### config.mk
export PLATFORM = sky130hd
export DESIGN_NAME = cipher_packer
export DESIGN_NICKNAME = d
export VERILOG_FILES = /design/src/rtl/cipher_packer.sv
export SDC_FILE = /design/constraint.sdc
export NUM_CORES = 1
export LEC_CHECK = 0
export BUFFER_PORTS_ARGS = -buffer_cell sky130_fd_sc_hd__buf_4
export CORE_ASPECT_RATIO = 0.75
export CORE_MARGIN = 1.5
export CORE_UTILIZATION = 30
export CTS_BUF_LIST = sky130_fd_sc_hd__clkbuf_16
export DETAILED_ROUTE_END_ITERATION = 10
export PLACE_DENSITY = 0.58
export SETUP_SLACK_MARGIN = 0.3
export SLEW_MARGIN = 0
export SYNTH_ARGS = -nofsm -noshare
export SYNTH_HDL_FRONTEND = slang
export SYNTH_SLANG_ARGS = --single-unit
### constraint.sdc
create_clock -name clk -period 2.8 [get_ports clk]
set_input_delay 0.14 -clock clk [delete_from_list [all_inputs] [get_ports clk]]
set_output_delay 0.14 -clock clk [all_outputs]
set_load 0.05 [all_outputs]
### src/rtl/cipher_packer.sv
// Packs a serial ciphertext bit stream MSB-first into WIDTH-bit words and
// queues them in a show-ahead FIFO drained through a valid/ready handshake.
module cipher_packer #(
   parameter int WIDTH = 8,
   parameter int DEPTH = 4
) (
   input  logic                       clk,
   input  logic                       reset,
   input  logic                       bit_in,
   input  logic                       bit_valid,
   input  logic                       flush,
   output logic [WIDTH-1:0]           word_out,
   output logic                       word_valid,
   input  logic                       word_ready,
   output logic [$clog2(DEPTH):0]     fill,
   output logic [$clog2(WIDTH)-1:0]   bit_count,
   output logic                       overflow
);

   localparam int CW = $clog2(WIDTH);
   localparam int PW = $clog2(DEPTH);
   localparam int FW = PW + 1;
   localparam logic [CW-1:0] LAST   = CW'(WIDTH - 1);
   localparam logic [CW:0]   W_C    = (CW + 1)'(WIDTH);
   localparam logic [FW-1:0] FULL_C = FW'(DEPTH);

   logic [WIDTH-1:0] shreg;
   logic [WIDTH-1:0] sh_acc;
   logic [WIDTH-1:0] push_word;
   logic [CW:0]      cnt_acc;
   logic             complete;
   logic             push;
   logic             pop;
   logic             full;
   logic             wr_en;

   logic [WIDTH-1:0] mem [DEPTH];
   logic [PW-1:0]    rd_ptr;
   logic [PW-1:0]    wr_ptr;

   // A bit arriving with flush is absorbed first, so flush sees the post-bit count.
   always_comb begin
      sh_acc    = bit_valid ? {shreg[WIDTH-2:0], bit_in} : shreg;
      cnt_acc   = {1'b0, bit_count} + {{CW{1'b0}}, bit_valid};
      complete  = bit_valid && (bit_count == LAST);
      push      = complete || (flush && (cnt_acc != '0));
      push_word = complete ? sh_acc : (sh_acc << (W_C - cnt_acc));
      pop       = word_valid && word_ready;
      full      = (fill == FULL_C);
      wr_en     = push && (!full || pop);
   end

   always_ff @(posedge clk) begin
      if (reset) begin
         shreg     <= '0;
         bit_count <= '0;
         fill      <= '0;
         rd_ptr    <= '0;
         wr_ptr    <= '0;
         overflow  <= 1'b0;
      end else begin
         shreg <= sh_acc;
         if (push)
            bit_count <= '0;
         else if (bit_valid)
            bit_count <= bit_count + 1'b1;
         if (wr_en)
            wr_ptr <= wr_ptr + 1'b1;
         if (pop)
            rd_ptr <= rd_ptr + 1'b1;
         if (push && full && !pop)
            overflow <= 1'b1;
         case ({wr_en, pop})
            2'b10:   fill <= fill + 1'b1;
            2'b01:   fill <= fill - 1'b1;
            default: fill <= fill;
         endcase
      end
   end

   always_ff @(posedge clk) begin
      if (!reset && wr_en)
         mem[wr_ptr] <= push_word;
   end

   assign word_valid = (fill != '0);
   assign word_out   = word_valid ? mem[rd_ptr] : '0;

endmodule

After elaboration in Yosys (flattened, before gate mapping)
Memory sizes are Yosys's and may differ from the RTL's. A register that Yosys moved wholly into a read port is not among the register bits.
Cells that the tools add are included.
{"block": "word_totals", "register_bits": 19, "ram_bits": 32, "input_bits": 6, "output_inout_bits": 16, "elab_cells": 43, "n_memories": 1}
{"block": "classes", "addsub": 7, "eq_ne": 4, "n_shift": 1, "n_mux": 8, "reduce_logical": 16}
{"name": "mem", "depth": 4, "word_bits": 8, "rd": 1, "rd_ports_with_merged_regs": 1, "wr": 1, "line_no": "37", "source": "logic [WIDTH-1:0] mem [DEPTH];"}
{"operator": "8-bit 2-to-1 mux", "count": 3}
{"operator": "8-bit by 4-bit << shifter with 8-bit output", "count": 1}
{"operator": "1-bit logical AND", "count": 7}
{"operator": "3-bit by 1-bit adder with 3-bit output (second input constant)", "count": 2}
{"operator": "3-bit == test (second input constant)", "count": 2}
{"operator": "3-bit case mux with 2 select lines", "count": 1}
{"operator": "2-bit by 1-bit adder with 2-bit output (second input constant)", "count": 2}
{"operator": "3-bit by 1-bit adder with 4-bit output", "count": 1}
{"operator": "2-bit 2-to-1 mux", "count": 2}
{"operator": "4-bit nonzero test", "count": 1}
{"operator": "4-bit subtractor (first input constant)", "count": 1}
{"operator": "1-bit zero test", "count": 3}
{"operator": "3-bit nonzero test", "count": 1}
{"operator": "3-bit by 1-bit subtractor with 3-bit output (second input constant)", "count": 1}
{"operator": "2-bit by 1-bit == test with 1-bit output (second input constant)", "count": 1}
{"operator": "2-bit == test (second input constant)", "count": 1}
{"operator": "1-bit logical OR", "count": 2}
{"operator": "1-bit 2-to-1 mux", "count": 2}
{"operator": "2-bit nonzero test", "count": 1}
{"operator": "2-bit OR reduction", "count": 1}

Logic depth before layout (Yosys ltp)
Gate-level depths: netlist (run 1).
{"block": "depth", "depth_word": 8, "depth_mapped": 13, "mapped_depth_nobuf": 11}

Worst setup path before layout (run 1)
OpenSTA, ideal clock, no wires.
{"block": "synth_path", "path_kind": "register to register", "startpoint": "reg bit_count[0]", "endpoint": "reg fill[2]", "setup_time_ns": 0.121, "arrival_ns": 3.042, "slack_ns": -0.362, "path_stages_with_launch": 14, "path_cell_list": "dfxtp_1 > ha_1 > buf_2 > buf_2 > inv_1 > ha_1 > o21ai_0 > or2_0 > buf_2 > nor2_1 > fa_1 > nor2_1 > o2bb2a_1 > mux2_2"}
{"block": "synth_between", "elab_chain_cells": 7}
{"element": "start: declaration", "line_no": "16", "source": "output logic [$clog2(WIDTH)-1:0] bit_count,"}
{"element": "start signal: assignment", "line_no": "66", "source": "bit_count <= bit_count + 1'b1;"}
{"element": "3-bit by 1-bit adder with 4-bit output", "line_no": "44", "source": "cnt_acc = {1'b0, bit_count} + {{CW{1'b0}}, bit_valid};"}
{"element": "4-bit nonzero test", "line_no": "46", "source": "push = complete || (flush && (cnt_acc != '0));"}
{"element": "1-bit logical AND", "line_no": "46"}
{"element": "1-bit logical OR *", "line_no": "46"}
{"element": "1-bit logical AND *", "line_no": "50", "source": "wr_en = push && (!full || pop);"}
{"element": "2-bit by 1-bit == test with 1-bit output / 2-bit == test (equally long branches)", "line_no": "73", "source": "case ({wr_en, pop})"}
{"element": "3-bit case mux with 2 select lines / 2-bit nonzero test (equally long branches)"}
{"element": "end signal: assignment", "line_no": "74", "source": "2'b10: fill <= fill + 1'b1;"}
{"element": "end signal: assignment", "line_no": "75", "source": "2'b01: fill <= fill - 1'b1;"}
{"element": "end signal: assignment", "line_no": "76", "source": "default: fill <= fill;"}
{"element": "end: declaration", "line_no": "15", "source": "output logic [$clog2(DEPTH):0] fill,"}
Every way passes the cells marked *; elsewhere a longest branch is shown, timed or not.
A chain may end at the register's enable or synchronous reset.

Final worst setup path (run 1)
{"block": "layout_path", "startpoint": "reg bit_count[0]", "endpoint": "mem mem[0][7], data pin"}
{"block": "layout_between", "elab_chain_cells": 4}
{"element": "3-bit by 1-bit adder with 4-bit output", "line_no": "44"}
{"element": "4-bit subtractor", "line_no": "47", "source": "push_word = complete ? sh_acc : (sh_acc << (W_C - cnt_acc));"}
{"element": "8-bit by 4-bit << shifter with 8-bit output", "line_no": "47"}
{"element": "8-bit 2-to-1 mux *", "line_no": "47"}
{"element": "net push_word[7]", "line_no": "29", "source": "logic [WIDTH-1:0] push_word;"}
{"element": "end: declaration", "line_no": "37"}
The timed path passes the listed nets; every way through them passes the cells marked *.

==> metrics.csv, run 1 <==
stage,metric,value,unit
routing,drt initial violations,51,
routing,drt drc,0,
setup_path,Worst EP arrival,2.44,ns
finish,# nets final,262,
sta,Final min period,2.406,ns
logic_synthesis,"FF+latch count, synth",53,
placed_design,post-detail-place hpwl,3615,um
setup_path,CP max FO,8,
cts,Post-CTS Hold Buffers,0,
global_route,number of global-route vias before repair,1640,
setup_path,most frequent CP cell,ha_4,
logic_synthesis,syn nets,239,
cts,clock insertion delay at the later pin of the skew report,0.29,ns
routing,First-pass DRT Iterations,4,
sta,RSZ-0062 raised after global routing,no,
setup_path,worst path cell trace,"ha_4, ha_4, inv_1, ha_4, xor2_2, xnor2_4, buf_4, a211o_1, a32o_2",
logic_synthesis,largest family of logic cells by synthesized area,multiplexers,
setup_path,Worst setup endpoint,mem[0][7],
cts,clock buffer depth,2,
logic_synthesis,most common cell in the netlist,edfxtp_1,
routing,ANT nets after route,0,
logic_synthesis,Post-synth EDFFs,32,
sta,Clock Skew,0.005071,ns
floorplan,I/O pin count,22,
placed_design,Inst Count DP,344,
finish,Finished Cell Area,0.003267,sq mm
routing,Avg WL per Cell,14.69,um
setup_path,R2R Setup Slk,0.39,ns
sta,final-report setup violation count,0,
floorplan,Initial Util,0.3151,
sta,Max Fclk,415.7,MHz
global_route,initial antenna violation count,0,
sta,Slew headroom,0.6252,
setup_path,R2R Path Start,bit_count[0],
logic_synthesis,largest area contributor in the netlist,edfxtp_1,
sta,total negative slack,0,ns
sta,Final period util,0.8592,
cts,CTS Root Cell,clkbuf_16,
routing,wire length on met2,2373,um
cts,clock sink count,53,
setup_path,Reg2Reg Depth,9,
pwr,Cell Pwr Density,860.0,mW/mm^2
sta,max-slew violations,0,
setup_path,Max stage delay on crit path,0.35,ns
setup_path,CP startpoint kind,register,
setup_path,CP startpoint,bit_count[0],
min_path,HP Class,in2reg,
logic_synthesis,Synth Area in Simple Gates,0.1126,
floorplan,row cnt,29,
pwr,Pleak,1.258,nW
cts,TritonCTS clock tree,built,
logic_synthesis,Syn Area/Cell,12.20,sq um
logic_synthesis,mux cell area share after synthesis,0.1844,
logic_synthesis,"Seq/Total Area, Yosys",0.5076,
logic_synthesis,Syn. warnings,0,
run,max-cap viol count,0,
finish,Syn-to-layout area delta,20.05,%
setup_path,CP Capture Type,register,
routing,drt total wl,5216,um
global_route,largest net degree at the start of global routing,25,
placed_design,Placed Area,0.003038,sq mm
routing,mean number of vias per cell,4.817,
routing,Top Metal Used,met4,
cts,"Reg clk slew, reported paths",0.07,ns
sta,Final Hold Viols,0,
setup_path,reg2reg end,mem[0][7],
routing,via count,1710,
logic_synthesis,Synth top area share,0.3531,
global_route,total gr overflow,0,
floorplan,Die Wd,113.0,um
logic_synthesis,Synth Instances,223,
floorplan,die area,0.009657,sq mm
min_path,hold path depth,3,
logic_synthesis,asr flop ratio synth,0,
logic_synthesis,ys flop type,edfxtp_1,
setup_path,Required @ worst endpoint,2.84,ns
cts,TritonCTS Buffers,5,
routing,Met1 Wirelength,2624,um
finish,final std cells w/o fill,355,
pwr,Max IR drop VDD,602.6,uV
status,outcome,"finished, final reports clean",
setup_path,CP max-delay cell,dfxtp_4,
routing,Routed met3 length,176,um
placed_design,Final GP Congestion,0.7904,
finish,# diodes,0,
finish,layout cells sized above 1,0.2672,
logic_synthesis,Synth top cells by count,"32 x edfxtp_1, 28 x mux2i_1, 21 x dfxtp_1, 21 x nor2_1, 13 x nor2b_1",
sta,slew of the pin with the lowest slew margin,0.5614,ns
global_route,total track usage,0.1113,
logic_synthesis,Synth Area in Compound Gates,0.08644,
floorplan,Core Area,0.008636,sq mm
logic_synthesis,Adder-Cell Fraction of Synth Area,0.04874,
logic_synthesis,xor/xnor cell area share of the yosys netlist,0.02529,
logic_synthesis,Cell variety after synth,42,
global_route,first-pass GRT wire length,8252,um
logic_synthesis,Area contributors post-synth,"edfxtp_1 35%, dfxtp_1 15%, mux2i_1 10%",
finish,final core occ,0.3783,
placed_design,PortBufs,21,
floorplan,Die Ht,85.48,um
setup_path,kind of critical path,reg2reg,
cts,H-Tree Depth,2,
logic_synthesis,Mapped Area,0.002721,sq mm
==> sequential cells by signal, indices dropped and copies added (netlist names), named ones only <==
signal / flops
rd_ptr: 2
wr_ptr: 2
bit_count: 3
shreg: 8
mem: 32
overflow: 1
fill: 3
==> layer usage <==
metal | track usage | up-vias
met4 | 0.04091 | 0
met5 | 0 | -
li1 | - | 860
met3 | 0.02643 | 4
met2 | 0.1735 | 24
met1 | 0.1521 | 822
==> report_power, final <==
| group | internal, mW | total (mW) | switching [mW] |
|---|---|---|---|
| Combinational | 0.444 | 1.16 | 0.714 |
| Sequential | 0.895 | 0.967 | 0.0720 |
| Clock | 0.420 | 0.684 | 0.264 |
| Total | 1.76 | 2.81 | 1.05 |
==> kinds of logic after synthesis <==
logic type	after synthesis
simple gates	62
flops	53
mux	39
compound gates	31
buf+inv	21
fa+ha+maj	10
xor+xnor	7
==> per-stage QoR <==
step | setup slack, ns | power (mW) | hold slack [ns]
final | 0.3944 | 2.810 | 0.1877
after global routing | 0.2992 | 2.948 | 0.2137
after CTS | 0.3260 | 2.825 | 0.1902
after detailed placement | 0.2867 | 2.123 | 0.4681
after global placement | 0.3364 | 2.121 | 0.4658
after floorplan | 0.2322 | 1.820 | 0.3237
==> area by class of cell <==
class | count | area [sq um]
Clock buffer | 5 | 125.1
Clock inverter | 3 | 42.54
Fill cell | 850 | 5369
Inverter | 8 | 30.03
Multi-Input combinational cell | 149 | 1329
Sequential cell | 53 | 1388
Tap cell | 108 | 135.1
Timing Repair Buffer | 29 | 217.7
==> how the worst min path moves through the flow <==
stage,start,end
final,bit_in,shreg[0]
after global routing,reset,shreg[5]
after detailed placement,overflow,overflow
after CTS,bit_in,shreg[0]
after floorplan,reset,fill[1]
after global placement,overflow,overflow
==> critical path: cells and delay by family (launching register included) <==
kind                     cells  cell delay [ns]
adder cells (fa/ha/maj)      3             0.61
AO/OA/AOI/OAI                2             0.56
XOR/XNOR                     2             0.38
flip-flops                   1             0.35
buffers and inverters        2             0.25
==> cells in the final DEF, fill, tap and decap left out, types with 4 or more instances in the layout <==
master	Yosys	final
ha_1	9	6
buf_4	0	29
edfxtp_1	32	32
mux4_2	8	8
xnor2_1	4	4
nor2b_1	13	13
mux2i_1	28	28
nand2_1	11	11
o21ai_0	8	6
nor2_1	21	20
dfxtp_1	21	18
nor3_1	4	4
inv_1	8	8
and2_1	5	5
clkbuf_16	0	5
==> repair_timing <==
item	CTS	global route
gates resized for setup	2	9
setup endpoints to repair	7	17
gates cloned	0	0
buffers inserted	3	0
pin swaps	5	8
Note: power is estimated with default switching activity, not from simulation.
==> run 2, diff against run 1 <==
Settings changed: PLACE_DENSITY 0.58 to 0.51.
==> run 2 against run 1 <==
Combinational power is essentially flat. Cell count grew 0.85%. Setup slack lost 0.029 ns. Via count grew 2.5%. Fmax shrank 1.2%. Wire length grew 1.6%. Largest power group unchanged.
==> metrics.csv, run 2 (synthesis gave the netlist of run 1 again) <==
stage,metric,value,unit,change
status,outcome,"finished, final reports clean",,
global_route,largest net degree at the start of global routing,25,,unchanged
sta,Max Fclk,410.8,MHz,-1.2%
run,max-cap viol count,0,,unchanged
setup_path,Required @ worst endpoint,2.98,ns,+0.14 ns
floorplan,row cnt,29,,unchanged
routing,ANT nets after route,0,,unchanged
sta,slew of the pin with the lowest slew margin,0.5834,ns,+0.02200 ns
cts,clock buffer depth,2,,unchanged
routing,drt initial violations,107,,+110%
routing,First-pass DRT Iterations,4,,unchanged
finish,register bank with the most flops,mem,,
cts,clock insertion delay at the later pin of the skew report,0.29,ns,about the same
placed_design,PortBufs,21,,unchanged
routing,Avg WL per Cell,14.80,um,+0.72%
finish,Syn-to-layout area delta,20.23,%,
pwr,Sw Ratio,0.3865,,+0.01270
pwr,Comb power frac,0.429,,+0.017
setup_path,CP max-delay cell,fa_2,,
setup_path,CP bufs+invs,1,,-1
cts,H-Tree Depth,2,,unchanged
pwr,Tot Pwr,2.748,mW,-2.2%
routing,Routed met3 length,246,um,+40%
routing,drt drc,0,,unchanged
cts,CTS Root Cell,clkbuf_16,,
setup_path,CP Capture Type,register,,
floorplan,die area,0.009657,sq mm,unchanged
cts,TritonCTS Buffers,5,,unchanged
floorplan,Core Area,0.008636,sq mm,unchanged
routing,drt total wl,5298,um,+1.6%
cts,"Reg clk slew, reported paths",0.07,ns,about the same
setup_path,worst path cell trace,"ha_4, ha_4, inv_2, ha_4, o21ai_4, or2_1, nor2_2, fa_2, nor2_2, o2bb2a_4, mux2_4",,
sta,Final min period,2.434,ns,+0.02858 ns
routing,mean number of vias per cell,4.894,,+1.6%
floorplan,I/O pin count,22,,unchanged
placed_design,post-detail-place hpwl,3742,um,+3.5%
pwr,Sw Pwr,1.062,mW,+1.1%
setup_path,Max stage delay on crit path,0.37,ns,+0.02 ns
pwr,Clock power frac,0.218,,-0.026
routing,wire length on met2,2349,um,-1.0%
sta,Final period util,0.8694,,+0.01021
floorplan,Die Ht,85.48,um,unchanged
finish,Largest register FFs,32,,unchanged
sta,final hold slack,0.1836,ns,-0.004050 ns
pwr,Flop pwr share,0.353,,+0.009
routing,Met1 Wirelength,2646,um,+0.84%
finish,FILL cells,851,,+0.12%
sta,RSZ-0062 raised after global routing,yes,,
pwr,Pleak,1.259,nW,about the same
sta,Slew headroom,0.6105,,-0.01469
finish,layout cells sized above 1,0.2720,,+0.004794
min_path,HP Class,in2reg,,
finish,register area,0.001386,sq mm,about the same
finish,# diodes,0,,unchanged
floorplan,Die Wd,113.0,um,unchanged
routing,Top Metal Used,met4,,
floorplan,Initial Util,0.3151,,unchanged
pwr,P_int,1.686,mW,-4.2%
global_route,initial antenna violation count,0,,unchanged
global_route,total gr overflow,0,,unchanged
finish,Multi-input gate area,0.001336,sq mm,+0.57%
sta,final-report setup violation count,0,,unchanged
global_route,total track usage,0.1160,,+0.004673
sta,max-slew violations,0,,unchanged
sta,Clock Skew,0.005027,ns,-0.00004411 ns
sta,total negative slack,0,ns,unchanged
finish,# nets final,265,,+1.1%
global_route,number of global-route vias before repair,1719,,+4.8%
cts,Post-CTS Hold Buffers,0,,unchanged
finish,highest-count cells in the layout ignoring fill and taps,"32 x buf_4, 32 x edfxtp_1, 28 x mux2i_1, 19 x nor2_1, 19 x dfxtp_1",,
placed_design,Final GP Congestion,0.7244,,-8.4%
pwr,Max IR drop VDD,615.4,uV,+2.1%
setup_path,most frequent CP cell,ha_4,,
cts,TritonCTS clock tree,built,,
finish,largest registers,"mem (32), shreg (8)",,
setup_path,kind of critical path,reg2reg,,
setup_path,Worst EP arrival,2.61,ns,+0.17 ns
pwr,Cell Pwr Density,839.8,mW/mm^2,-2.3%
sta,Final Hold Viols,0,,unchanged
setup_path,CP top delay family,adder cells,,
setup_path,CP startpoint kind,register,,
routing,via count,1752,,+2.5%
setup_path,CP max FO,6,,-2
cts,clock sink count,53,,unchanged
global_route,first-pass GRT wire length,8625,um,+4.5%
run 2: layout make-up:
type	count	share of cell area
Clock inverter	3	0.005736
Sequential cell	53	0.4237
Timing Repair Buffer	32	0.07342
Clock buffer	5	0.03824
Multi-Input combinational cell	149	0.4084
Inverter	8	0.009178
Tap cell	108	0.04130
run 2: layer usage:
metal  up-vias  track usage
met5         -            0
met4         0      0.03864
met3         6      0.02857
met2        31       0.1729
met1       852       0.1658
li1        863            -
run 2: worst paths after layout:
check	from	to	slack [ns]	cells after the start
worst max-delay path	bit_count[0]	fill[2]	0.37	11
worst min-delay path	bit_in	shreg[0]	0.18	3
worst max register to register	bit_count[0]	fill[2]	0.37	11
worst min register to register	overflow	overflow	0.48	2
run 2: power by group through the flow:
stage | logic, mW | clock network [mW] | registers [mW]
after floorplan | 0.781 | 0 | 1.04
after global placement | 1.14 | 0 | 0.988
after detailed placement | 1.13 | 0 | 0.989
after CTS | 1.14 | 0.613 | 0.972
after global routing | 1.26 | 0.646 | 0.982
final | 1.18 | 0.600 | 0.969
run 2: tightest hold or removal path: cells and delay by family:
family	cells	cell delay, ns
multiplexers	1	0.10
buffers and inverters	1	0.09
AND/OR/NAND/NOR	1	0.10
run 2: metrics by stage:
step | worst slack, ns | cells | instance area, sq um | utilization
after floorplan | 0.2322 | 223 | 2785 | -
after global placement | 0.3201 | 344 | 3038 | 0.3518
final | 0.3658 | 358 | 3272 | 0.3789
after detailed placement | 0.2919 | 344 | 3038 | 0.3518
after global routing | 0.2535 | 358 | 3272 | 0.3789
after CTS | 0.2881 | 353 | 3191 | 0.3695
run 2: timing repair:
item,in CTS,in global routing
gates resized for setup,2,11
cloned,0,0
pin swaps,1,10
setup buffers,1,5
setup endpoints to repair,5,35
